$ cat config.mk
export PLATFORM = sky130hd
export DESIGN_NAME = rbi_mmu_acl_cache_flat
export DESIGN_NICKNAME = d
export VERILOG_FILES = /design/src/rtl/rbi_mmu_acl_cache_pkg.sv /design/src/rtl/rbi_mmu_acl_cache_if.sv /design/src/rtl/rbi_mmu_acl_cache_match.sv /design/src/rtl/rbi_mmu_acl_cache.sv /design/src/flat_wrapper.sv
export SDC_FILE = /design/constraint.sdc
export NUM_CORES = 1
export LEC_CHECK = 0
export ABC_CLOCK_PERIOD_IN_PS = 11600
export BUFFER_PORTS_ARGS = -buffer_cell sky130_fd_sc_hd__buf_2
export CORE_MARGIN = 1.5
export CORE_UTILIZATION = 53
export DETAILED_ROUTE_END_ITERATION = 8
export PLACE_DENSITY = 0.78
export SLEW_MARGIN = 10
export SYNTH_ARGS = -nofsm -noshare
export SYNTH_HDL_FRONTEND = slang
export SYNTH_HIERARCHICAL = 1
export SYNTH_SLANG_ARGS = --single-unit
export TNS_END_PERCENT = 1
$ cat constraint.sdc
create_clock -name clock -period 11.6 [get_ports clock]
set_input_delay 2.32 -clock clock [delete_from_list [all_inputs] [get_ports clock]]
set_output_delay 2.32 -clock clock [all_outputs]
set_load 0.05 [all_outputs]
$ cat src/rtl/rbi_mmu_acl_cache_pkg.sv
`default_nettype none
// ============================================================================
// Module : rbi_mmu_pkg
// Brief  : Shared ACL entry layout, FSM encodings and helpers for the ACL cache.
// Rev    : 1.0 - initial release
// ============================================================================
package rbi_mmu_pkg;

    localparam int ACL_ENTRY_W = 48;
    localparam int ACLID_LSB   = 0;
    localparam int ACLID_MSB   = 15;
    localparam int KEY_LSB     = 16;
    localparam int KEY_MSB     = 31;
    localparam int MODE_LSB    = 32;
    localparam int MODE_MSB    = 43;

    typedef logic [ACL_ENTRY_W-1:0] acl_entry_t;

    typedef enum logic [1:0] {
        ACL_IDLE  = 2'd0,
        ACL_MREQ  = 2'd1,
        ACL_MWAIT = 2'd2
    } acl_state_t;

    // Index of the lowest set bit; 0 when none is set (callers qualify with |v).
    function automatic logic [1:0] lowest_idx(input logic [3:0] v);
        lowest_idx = 2'd0;
        for (int i = 3; i >= 0; i--) begin
            if (v[i]) lowest_idx = 2'(i);
        end
    endfunction

endpackage
`default_nettype wire

$ cat src/rtl/rbi_mmu_acl_cache_if.sv
`default_nettype none
// ============================================================================
// Module : rbi_mmu_acl_cache_if
// Brief  : Pipeline, load, miss-handshake and entry-output bundle of the ACL cache.
// Rev    : 1.0 - initial release
// ============================================================================
interface rbi_mmu_acl_cache_if;
    import rbi_mmu_pkg::*;

    logic        regInHold;
    logic [63:0] regInKRR;
    logic        lookInValid;
    logic [15:0] lookInAclId;
    logic        aclInLdValid;
    acl_entry_t  aclInLdEntry;
    logic        aclOutLdAck;
    logic        aclInFlush;
    logic        aclOutMissReq;
    logic [15:0] aclOutMissId;
    logic        aclInMissAck;
    logic        aclOutMissFail;
    logic        regOutHoldMiss;
    acl_entry_t  aclEntryA;
    acl_entry_t  aclEntryB;
    acl_entry_t  aclEntryC;
    acl_entry_t  aclEntryD;

    modport master (
        output regInHold, regInKRR, lookInValid, lookInAclId,
               aclInLdValid, aclInLdEntry, aclInFlush, aclInMissAck,
        input  aclOutLdAck, aclOutMissReq, aclOutMissId, aclOutMissFail,
               regOutHoldMiss, aclEntryA, aclEntryB, aclEntryC, aclEntryD
    );

    modport slave (
        input  regInHold, regInKRR, lookInValid, lookInAclId,
               aclInLdValid, aclInLdEntry, aclInFlush, aclInMissAck,
        output aclOutLdAck, aclOutMissReq, aclOutMissId, aclOutMissFail,
               regOutHoldMiss, aclEntryA, aclEntryB, aclEntryC, aclEntryD
    );

endinterface
`default_nettype wire

$ cat src/rtl/rbi_mmu_acl_cache_match.sv
`default_nettype none
// ============================================================================
// Module : rbi_mmu_acl_match
// Brief  : Per-slot compare: entry valid, lookup hit against KRR, load duplicate.
// Rev    : 1.0 - initial release
// ============================================================================
module rbi_mmu_acl_match
    import rbi_mmu_pkg::*;
(
    input  acl_entry_t  entry,
    input  logic [15:0] look_id,
    input  logic [63:0] krr,
    input  acl_entry_t  ld_entry,
    output logic        valid,
    output logic        hit,
    output logic        ld_dup
);

    logic key_ok;
    logic unused_bits;

    // Zero keys in the keyring are empty slots and never grant access.
    always_comb begin
        key_ok = 1'b0;
        for (int k = 0; k < 4; k++) begin
            if ((krr[16*k +: 16] != 16'h0) && (krr[16*k +: 16] == entry[KEY_MSB:KEY_LSB]))
                key_ok = 1'b1;
        end
    end

    assign valid  = (entry[MODE_LSB +: 3] != 3'b000);
    assign hit    = (entry[ACLID_MSB:ACLID_LSB] == look_id) && key_ok;
    assign ld_dup = (entry[ACLID_MSB:ACLID_LSB] == ld_entry[ACLID_MSB:ACLID_LSB]) &&
                    (entry[KEY_MSB:KEY_LSB] == ld_entry[KEY_MSB:KEY_LSB]);

    assign unused_bits = ^{entry[ACL_ENTRY_W-1:MODE_LSB+3], ld_entry[ACL_ENTRY_W-1:KEY_MSB+1]};

endmodule
`default_nettype wire

$ cat src/rtl/rbi_mmu_acl_cache.sv
`default_nettype none
// ============================================================================
// Module : rbi_mmu_acl_cache
// Brief  : Four-entry ACL cache with miss handshake; RBI_ACL_MTF_EN selects
//          move-to-front, otherwise round-robin load replacement.
// Rev    : 1.0 - initial release
// ============================================================================
module rbi_mmu_acl_cache
    import rbi_mmu_pkg::*;
#(
    parameter int MISS_TMO = 255
) (
    input  logic                clock,
    input  logic                reset,
    rbi_mmu_acl_cache_if.slave  bus
);

    localparam logic [7:0] TMO_LAST = 8'(MISS_TMO - 1);

    acl_entry_t  ent     [4];
    acl_entry_t  ent_nxt [4];
    acl_state_t  state, state_nxt;
    logic [7:0]  cnt, cnt_nxt;
    logic [15:0] miss_id, miss_id_nxt;
    logic        fail, fail_nxt;

    logic [3:0]  vld, hit_raw, dup_raw, hit_v, dup_v;
    logic        hit_any, dup_any;
    logic [1:0]  dup_idx;
    logic        look_ok, miss_det, load_go;

    for (genvar i = 0; i < 4; i++) begin : g_match
        rbi_mmu_acl_match u_match (
            .entry    (ent[i]),
            .look_id  (bus.lookInAclId),
            .krr      (bus.regInKRR),
            .ld_entry (bus.aclInLdEntry),
            .valid    (vld[i]),
            .hit      (hit_raw[i]),
            .ld_dup   (dup_raw[i])
        );
    end

    assign hit_v    = hit_raw & vld;
    assign dup_v    = dup_raw & vld;
    assign hit_any  = |hit_v;
    assign dup_any  = |dup_v;
    assign dup_idx  = lowest_idx(dup_v);

    assign look_ok  = bus.lookInValid && !bus.regInHold && (state == ACL_IDLE);
    assign miss_det = look_ok && !hit_any && !bus.aclInFlush;
    // Flush wins over a load: the load is left pending for the next cycle.
    assign load_go  = bus.aclInLdValid && !bus.aclInFlush;

`ifdef RBI_ACL_MTF_EN
    logic [1:0] hit_idx;
    logic       promote;
    logic [1:0] mtf_pos;
    acl_entry_t mtf_val;
    logic       mtf_do;

    assign hit_idx = lowest_idx(hit_v);
    assign promote = look_ok && hit_any && (hit_idx != 2'd0) && !load_go && !bus.aclInFlush;

    always_comb begin
        mtf_do  = 1'b0;
        mtf_pos = 2'd3;
        mtf_val = bus.aclInLdEntry;
        if (load_go) begin
            mtf_do  = 1'b1;
            mtf_pos = dup_any ? dup_idx : 2'd3;
        end else if (promote) begin
            mtf_do  = 1'b1;
            mtf_pos = hit_idx;
            mtf_val = ent[hit_idx];
        end
    end

    always_comb begin
        for (int i = 0; i < 4; i++) ent_nxt[i] = ent[i];
        if (bus.aclInFlush) begin
            for (int i = 0; i < 4; i++) ent_nxt[i] = '0;
        end else if (mtf_do) begin
            for (int i = 1; i < 4; i++) begin
                if (i <= int'(mtf_pos)) ent_nxt[i] = ent[i-1];
            end
            ent_nxt[0] = mtf_val;
        end
    end
`else
    logic [1:0] rr, rr_nxt;

    always_comb begin
        for (int i = 0; i < 4; i++) ent_nxt[i] = ent[i];
        rr_nxt = rr;
        if (bus.aclInFlush) begin
            for (int i = 0; i < 4; i++) ent_nxt[i] = '0;
        end else if (load_go) begin
            if (dup_any) begin
                ent_nxt[dup_idx] = bus.aclInLdEntry;
            end else begin
                ent_nxt[rr] = bus.aclInLdEntry;
                rr_nxt      = rr + 2'd1;
            end
        end
    end

    always_ff @(posedge clock or posedge reset) begin
        if (reset) rr <= 2'd0;
        else       rr <= rr_nxt;
    end
`endif

    always_comb begin
        state_nxt   = state;
        cnt_nxt     = cnt;
        miss_id_nxt = miss_id;
        fail_nxt    = 1'b0;
        if (bus.aclInFlush) begin
            state_nxt = ACL_IDLE;
            cnt_nxt   = 8'd0;
        end else begin
            case (state)
                ACL_IDLE: begin
                    if (miss_det) begin
                        state_nxt   = ACL_MREQ;
                        miss_id_nxt = bus.lookInAclId;
                    end
                end
                ACL_MREQ: begin
                    if (bus.aclInMissAck) begin
                        state_nxt = ACL_MWAIT;
                        cnt_nxt   = 8'd0;
                    end
                end
                ACL_MWAIT: begin
                    cnt_nxt = cnt + 8'd1;
                    if (load_go && (bus.aclInLdEntry[ACLID_MSB:ACLID_LSB] == miss_id)) begin
                        state_nxt = ACL_IDLE;
                    end else if (cnt == TMO_LAST) begin
                        state_nxt = ACL_IDLE;
                        fail_nxt  = 1'b1;
                    end
                end
                default: state_nxt = ACL_IDLE;
            endcase
        end
    end

    always_ff @(posedge clock or posedge reset) begin
        if (reset) begin
            state   <= ACL_IDLE;
            cnt     <= 8'd0;
            miss_id <= 16'h0;
            fail    <= 1'b0;
            for (int i = 0; i < 4; i++) ent[i] <= '0;
        end else begin
            state   <= state_nxt;
            cnt     <= cnt_nxt;
            miss_id <= miss_id_nxt;
            fail    <= fail_nxt;
            for (int i = 0; i < 4; i++) ent[i] <= ent_nxt[i];
        end
    end

    // Combinational outputs are masked while reset holds the registers.
    assign bus.aclOutLdAck    = load_go && !reset;
    assign bus.aclOutMissReq  = (state == ACL_MREQ);
    assign bus.aclOutMissId   = miss_id;
    assign bus.aclOutMissFail = fail;
    assign bus.regOutHoldMiss = (state != ACL_IDLE) || (miss_det && !reset);
    assign bus.aclEntryA      = ent[0];
    assign bus.aclEntryB      = ent[1];
    assign bus.aclEntryC      = ent[2];
    assign bus.aclEntryD      = ent[3];

endmodule
`default_nettype wire
$ cat src/flat_wrapper.sv
// flat-port wrapper written by rule: the top's interface ports become plain ports
module rbi_mmu_acl_cache_flat import rbi_mmu_pkg::*;
#(
    parameter int MISS_TMO = 255
)
  (clock, reset, bus_regInHold, bus_regInKRR, bus_lookInValid, bus_lookInAclId, bus_aclInLdValid, bus_aclInLdEntry, bus_aclInFlush, bus_aclInMissAck, bus_aclOutLdAck, bus_aclOutMissReq, bus_aclOutMissId, bus_aclOutMissFail, bus_regOutHoldMiss, bus_aclEntryA, bus_aclEntryB, bus_aclEntryC, bus_aclEntryD);
  rbi_mmu_acl_cache_if bus_i ();
  input  logic clock;
  input  logic reset;
  input wire logic [$bits(bus_i.regInHold)-1:0] bus_regInHold;
  input wire logic [$bits(bus_i.regInKRR)-1:0] bus_regInKRR;
  input wire logic [$bits(bus_i.lookInValid)-1:0] bus_lookInValid;
  input wire logic [$bits(bus_i.lookInAclId)-1:0] bus_lookInAclId;
  input wire logic [$bits(bus_i.aclInLdValid)-1:0] bus_aclInLdValid;
  input wire logic [$bits(bus_i.aclInLdEntry)-1:0] bus_aclInLdEntry;
  input wire logic [$bits(bus_i.aclInFlush)-1:0] bus_aclInFlush;
  input wire logic [$bits(bus_i.aclInMissAck)-1:0] bus_aclInMissAck;
  output wire logic [$bits(bus_i.aclOutLdAck)-1:0] bus_aclOutLdAck;
  output wire logic [$bits(bus_i.aclOutMissReq)-1:0] bus_aclOutMissReq;
  output wire logic [$bits(bus_i.aclOutMissId)-1:0] bus_aclOutMissId;
  output wire logic [$bits(bus_i.aclOutMissFail)-1:0] bus_aclOutMissFail;
  output wire logic [$bits(bus_i.regOutHoldMiss)-1:0] bus_regOutHoldMiss;
  output wire logic [$bits(bus_i.aclEntryA)-1:0] bus_aclEntryA;
  output wire logic [$bits(bus_i.aclEntryB)-1:0] bus_aclEntryB;
  output wire logic [$bits(bus_i.aclEntryC)-1:0] bus_aclEntryC;
  output wire logic [$bits(bus_i.aclEntryD)-1:0] bus_aclEntryD;
  assign bus_i.regInHold = bus_regInHold;
  assign bus_i.regInKRR = bus_regInKRR;
  assign bus_i.lookInValid = bus_lookInValid;
  assign bus_i.lookInAclId = bus_lookInAclId;
  assign bus_i.aclInLdValid = bus_aclInLdValid;
  assign bus_i.aclInLdEntry = bus_aclInLdEntry;
  assign bus_i.aclInFlush = bus_aclInFlush;
  assign bus_i.aclInMissAck = bus_aclInMissAck;
  assign bus_aclOutLdAck = bus_i.aclOutLdAck;
  assign bus_aclOutMissReq = bus_i.aclOutMissReq;
  assign bus_aclOutMissId = bus_i.aclOutMissId;
  assign bus_aclOutMissFail = bus_i.aclOutMissFail;
  assign bus_regOutHoldMiss = bus_i.regOutHoldMiss;
  assign bus_aclEntryA = bus_i.aclEntryA;
  assign bus_aclEntryB = bus_i.aclEntryB;
  assign bus_aclEntryC = bus_i.aclEntryC;
  assign bus_aclEntryD = bus_i.aclEntryD;
  rbi_mmu_acl_cache #(.MISS_TMO(MISS_TMO)) u_core (.clock(clock), .reset(reset), .bus(bus_i));
endmodule
**Yosys cells after proc, flatten, opt, wreduce, memory -nomap -nowiden**

Cells that the tools add are included.

- Bits of input ports: 135
- Flip-flop bits (word level): 221
- Output and inout bits: 212
- Word-level logic and storage cells: 155

- Reduce and logical (&&, ||, !) cells: 57
- Bitwise gates (word level): 6
- Magnitude comparators: 4
- Equality and inequality tests: 35
- Add/subtract/negate cells: 2
- Muxes and demuxes: 42

Operators with widths:

| operator | number |
|---|---|
| $mux 192 | 3 |
| $eq 16x16->1 | 29 |
| $bwmux 192 | 2 |
| $demux 48 s2 | 2 |
| $mux 48 | 2 |
| $reduce_bool 16->1 | 4 |
| $logic_and 1x1->1 | 34 |
| $mux 1 | 20 |
| $mux 2 | 9 |
| $mux 8 | 2 |
| $pmux 8 s2 | 1 |
| $reduce_bool 3->1 | 5 |
| $reduce_and 3->1 | 3 |
| $add 8x1->8 const B | 1 |
| $and 4x4->4 | 2 |
| $eq 8x8->1 const B | 1 |
| $reduce_or 4->1 | 2 |
| $ge 3x3->1 const B | 2 |
| $lt 3x1->1 const B | 2 |
| $not 2->3 | 2 |
| $pmux 2 s3 | 1 |
| $logic_not 1->1 | 4 |
| $ne 4x2->1 const B | 1 |
| $reduce_bool 2->1 | 2 |
| other kinds (9) | 10 |

**Longest topological paths before layout**

- Depth in word-level cells: 16
- Mapped depth: 12
- Depth with buffers taken out: 9

**Modules after synthesis**

The synthesis kept the hierarchy.

Modules (own cells, without submodules):

| module | times used | area each (µm²) | cells each | sequential area each (µm²) |
|---|---|---|---|---|
| rbi_mmu_acl_cache | 1 | 9187.6 | 929 | 5530.3 |
| rbi_mmu_acl_match | 4 | 1532.7 | 188 | 0.0 |

**Worst setup path after synthesis**

No wires, ideal clock.

- Path type: input to output
- Start point: input port reset
- End point: output port bus_aclOutLdAck
- Setup slack: 1.568 ns
- Path buffers: 0
- Arrival time: 7.712 ns
- Required time: 9.280 ns
- Stages: 2
- Path through: inv_1 -> and2_1

- Longest elaborated chain between the ends: 2

Ends and longest elaborated chain:

| what | RTL line | source |
|---|---|---|
| start, declared | flat_wrapper.sv:9 | `input logic reset;` |
| $logic_not 1->1 (no line) | -- |  |
| $logic_and 1x1->1 | rbi_mmu_acl_cache.sv:167 | `assign bus.aclOutLdAck = load_go && !reset;` |
| end, declared | flat_wrapper.sv:18 | `output wire logic [$bits(bus_i.aclOutLdAck)-1:0] bus_aclOutLdAck;` |

No other way between the ends.

**Final worst setup path**

- Start point: input port bus_regInKRR[33]
- End point: output port bus_regOutHoldMiss

- Longest elaborated chain between the ends: 12
- Elaborated cells between the ends (all ways): 28
- Classes of those cells: eq/ne (4); mux (8); bitwise (1); reduce/logical (15)

Ends and longest elaborated chain:

| what | RTL line | source |
|---|---|---|
| start, declared | flat_wrapper.sv:11 | `input wire logic [$bits(bus_i.regInKRR)-1:0] bus_regInKRR;` |
| $eq 16x16->1 or $reduce_bool 16->1 (tied branches) | rbi_mmu_acl_cache_match.sv:26 | `if ((krr[16*k +: 16] != 16'h0) && (krr[16*k +: 16] == entry[KEY_MSB:KEY_LSB]))` |
| $logic_and 1x1->1 (*) | rbi_mmu_acl_cache_match.sv:26 |  |
| $mux 1 (*) (2 in a row) | rbi_mmu_acl_cache_match.sv:26 |  |
| $logic_and 1x1->1 (*) | rbi_mmu_acl_cache_match.sv:32 | `assign hit = (entry[ACLID_MSB:ACLID_LSB] == look_id) && key_ok;` |
| net u_core.hit_raw[0] | rbi_mmu_acl_cache.sv:27 | `logic [3:0] vld, hit_raw, dup_raw, hit_v, dup_v;` |
| $and 4x4->4 (*) | rbi_mmu_acl_cache.sv:44 | `assign hit_v = hit_raw & vld;` |
| $reduce_or 4->1 (*) | rbi_mmu_acl_cache.sv:46 | `assign hit_any = \|hit_v;` |
| $logic_not 1->1 (*) | rbi_mmu_acl_cache.sv:51 | `assign miss_det = look_ok && !hit_any && !bus.aclInFlush;` |
| $logic_and 1x1->1 (*) (2 in a row) | rbi_mmu_acl_cache.sv:51 |  |
| $logic_and 1x1->1 (*) | rbi_mmu_acl_cache.sv:171 | `assign bus.regOutHoldMiss = (state != ACL_IDLE) \|\| (miss_det && !reset);` |
| $logic_or 1x1->1 (*) | rbi_mmu_acl_cache.sv:171 |  |
| end, declared | flat_wrapper.sv:22 | `output wire logic [$bits(bus_i.regOutHoldMiss)-1:0] bus_regOutHoldMiss;` |

Mark *: on every way through the listed nets, which the timed path passes. The rest lies on a longest branch.

==> impl_metrics.ini <==
[floorplanning]
die_w_um = 173
die-area_mm2 = 0.0299
rows = 62
die_h_um = 173
start_util = 0.537
core_mm2 = 0.0285
ioPinCount = 347

[final_layout]
drive_above_1_share = 0.226
postLayoutCellArea_mm2 = 0.0176
mostFrequentLayoutCells = 345 x buf_2, 302 x nand2_1, 257 x xnor2_1
n_antenna_cell = 0
syn2layout_area_growth_pct = 14.8
layout.nets = 2078
layout_commonest_cell = buf_2

[global_routing]
grt_pass1_vias = 14200
grt_max_degree = 120
grt-ovfl-total = 0
antenna_found_initial = 0
grt_usage = 0.393
grt_pass1_wl_mm = 89.2

[worst_setup_path]
cp-start-kind = primary input
r2r_setup_slack_ps = 7390
crit_buf_inv = 3
critical_path_class = primary input to output pin
cp.required_ps = 9280
r2r_end = u_core/bus.aclEntryB[22]
cpMostUsedCell = buf_2
crit_path_top_delay_cell = nor4_1
crit_family = simple AND/OR/NAND/NOR gates
reg2reg_depth = 9
crit_path_cell_trace = buf_2 -> xnor2_2 -> nand4_1 -> nor4_1 -> a22oi_1 -> a21oi_1 -> nand2_1 -> nand4_2 -> buf_4 -> o21ai_0 -> buf_2
worst-path-max-fanout = 18
critPathCaptureType = output pin
cp.arrival_ps = 4890
crit_path_max_incr_delay_ps = 670
rr_startpoint = u_core/bus.aclEntryD[22]

[clocking]
clkSinkCount = 221
cts.clk_slew.worst_paths_ps = 70
clock-root-buffer = clkbuf_16
cts_hold_buf = 0
htree_num_levels = 1
post_cts_buffers = 0
cts_resized = 0
cts.path.max_buffers = 3
clock_latency_ps = 550
cts_tree = yes
cts_made_buffers = 24

[placed_design]
gp_congestion = 1.01
postPlaceCellArea_mm2 = 0.0168
portBuffers = 346
dp_hpwl_mm = 42.1

[synthesis]
syn-cell-area_mm2 = 0.0153
yosysWarnings = 6
ys.flop_type = dfrtp_1
syn_inst = 1681
syn_nets = 1822
seq_area_frac_synth = 0.361
synth_edf_count = 0
synth.avg_cell_area_um2 = 9.11
synthArstFlopShare = 1.00
synth-seq-cells = 221
synthDistinctLibCells = 40

[pwr]
p_comb_frac = 0.398
intPower_mw = 1.73
power_frac_seq = 0.356
p_leak_nw = 8.12
p_clk_frac = 0.246
switchingPower_mw = 1.47
p_per_area_mw_per_mm2 = 182
p_sw_frac = 0.460
ir_worst_vdd_uv = 130

[outcome]
status = finished, final reports clean

[worst_hold_path]
hold_path_startpoint = u_core/cnt[7]
hold_depth = 1
hold_path_class = flip-flop to flip-flop
min_to = u_core/cnt[7]

[sta]
grt_setup_unrepaired = no
finClkSkew_ps = 48.3
finalSetupViolations = 0
fin_setup_tns_ps = 0
hold_viol = 0
tightest_slew_ps = 1210
fin_crit_sh = 0.621
holdWs_ps = 492
maxSlewHeadroom = 0.192
max_freq_mhz = 139
report.final.slew_viol_count = 0
period_needed_ps = 7210

[drt]
viasPerCell = 6.29
vias = 14700
drc_errors = 0
first_iter_violations = 2141
routedWlPerCell_um = 26.1
drt_first_pass_iters = 8
final_antenna_net_count = 0
routed_wl_mm = 60.9

[run]
drv_cap = 0
[state kept, by name (all words and copies together) (netlist names)]
name	count
u_core/bus.aclEntryA	48
u_core/bus.aclEntryB	48
u_core/bus.aclEntryC	48
u_core/bus.aclEntryD	48
u_core/bus.aclOutMissFail	1
u_core/bus.aclOutMissId	16
u_core/cnt	8
u_core/rr	2
u_core/state	2
[per-stage QoR]
step           utilization  total power [mW]  setup WS, ps  std cells
6_report             0.616              3.20          4390       2339
5_1_grt              0.616              3.30          4300       2339
4_1_cts              0.616              3.16          4450       2339
3_5_place_dp         0.587              2.38          4450       2295
3_3_place_gp         0.587              2.36          4420       2295
2_1_floorplan            -              2.00          1570       1681
[power groups by stage]
stage / sequential [mW] / combinational (mW) / clock, mW
2_1_floorplan: 1.35 / 0.653 / 0
5_1_grt: 1.14 / 1.33 / 0.824
4_1_cts: 1.12 / 1.25 / 0.789
3_3_place_gp: 1.13 / 1.22 / 0
3_5_place_dp: 1.13 / 1.24 / 0
6_report: 1.14 / 1.27 / 0.785
[synthesized netlist by cell type, drive strengths merged (2+ instances only)]
library cell  number  area share
ha                 6      0.0049
buf               91       0.048
or2                2     0.00082
dfrtp            221        0.36
and2               4      0.0016
o21ai              7      0.0023
nor2b              3      0.0012
xor2             195        0.11
nand4            100       0.041
a22oi              9      0.0044
nor3               2     0.00065
nor2              60       0.015
nand3              5      0.0016
nand2            303       0.074
a21oi            152       0.050
xnor2            273        0.16
clkbuf            31      0.0076
and3               3      0.0012
mux2i             48       0.031
inv                4     0.00098
mux2              17       0.014
o22ai              2     0.00082
or3                5      0.0020
nor4             129       0.054
[worst max path at each step]
stage                     startpoint            endpoint  slack [ps]  cells past startpoint
finish              bus_regInKRR[33]  bus_regOutHoldMiss        4390                     11
global route        bus_regInKRR[38]  bus_regOutHoldMiss        4300                     11
CTS                  bus_regInKRR[1]  bus_regOutHoldMiss        4450                     10
detailed placement   bus_regInKRR[8]  bus_regOutHoldMiss        4450                     10
global placement    bus_regInKRR[33]  bus_regOutHoldMiss        4420                     11
floorplan                      reset     bus_aclOutLdAck        1570                      2
[area by class of cell]
class,count,area (um2)
fillers,2431,11000
flip-flops and latches,221,5530
multi-input cells,1334,8950
inverters,4,22.5
clock buffers,31,677
clock inverters,13,143
well taps,384,480
repair buffers,352,1780
[cell families after synthesis]
family	synth area share
multiplexers	0.0458
adder cells (fa/ha/maj)	0.00490
XOR/XNOR	0.275
AO/OA/AOI/OAI	0.0600
AND/OR/NAND/NOR	0.196
flip-flops	0.361
buffers and inverters	0.0568
[layer usage]
| metal | GRT usage | wire [um] |
|---|---|---|
| met2 | 0.597 | 26600 |
| met3 | 0.113 | 7460 |
| met1 | 0.501 | 22600 |
| met5 | 0 | 0 |
| met4 | 0.234 | 4290 |
(Power assumes the default switching activity.)
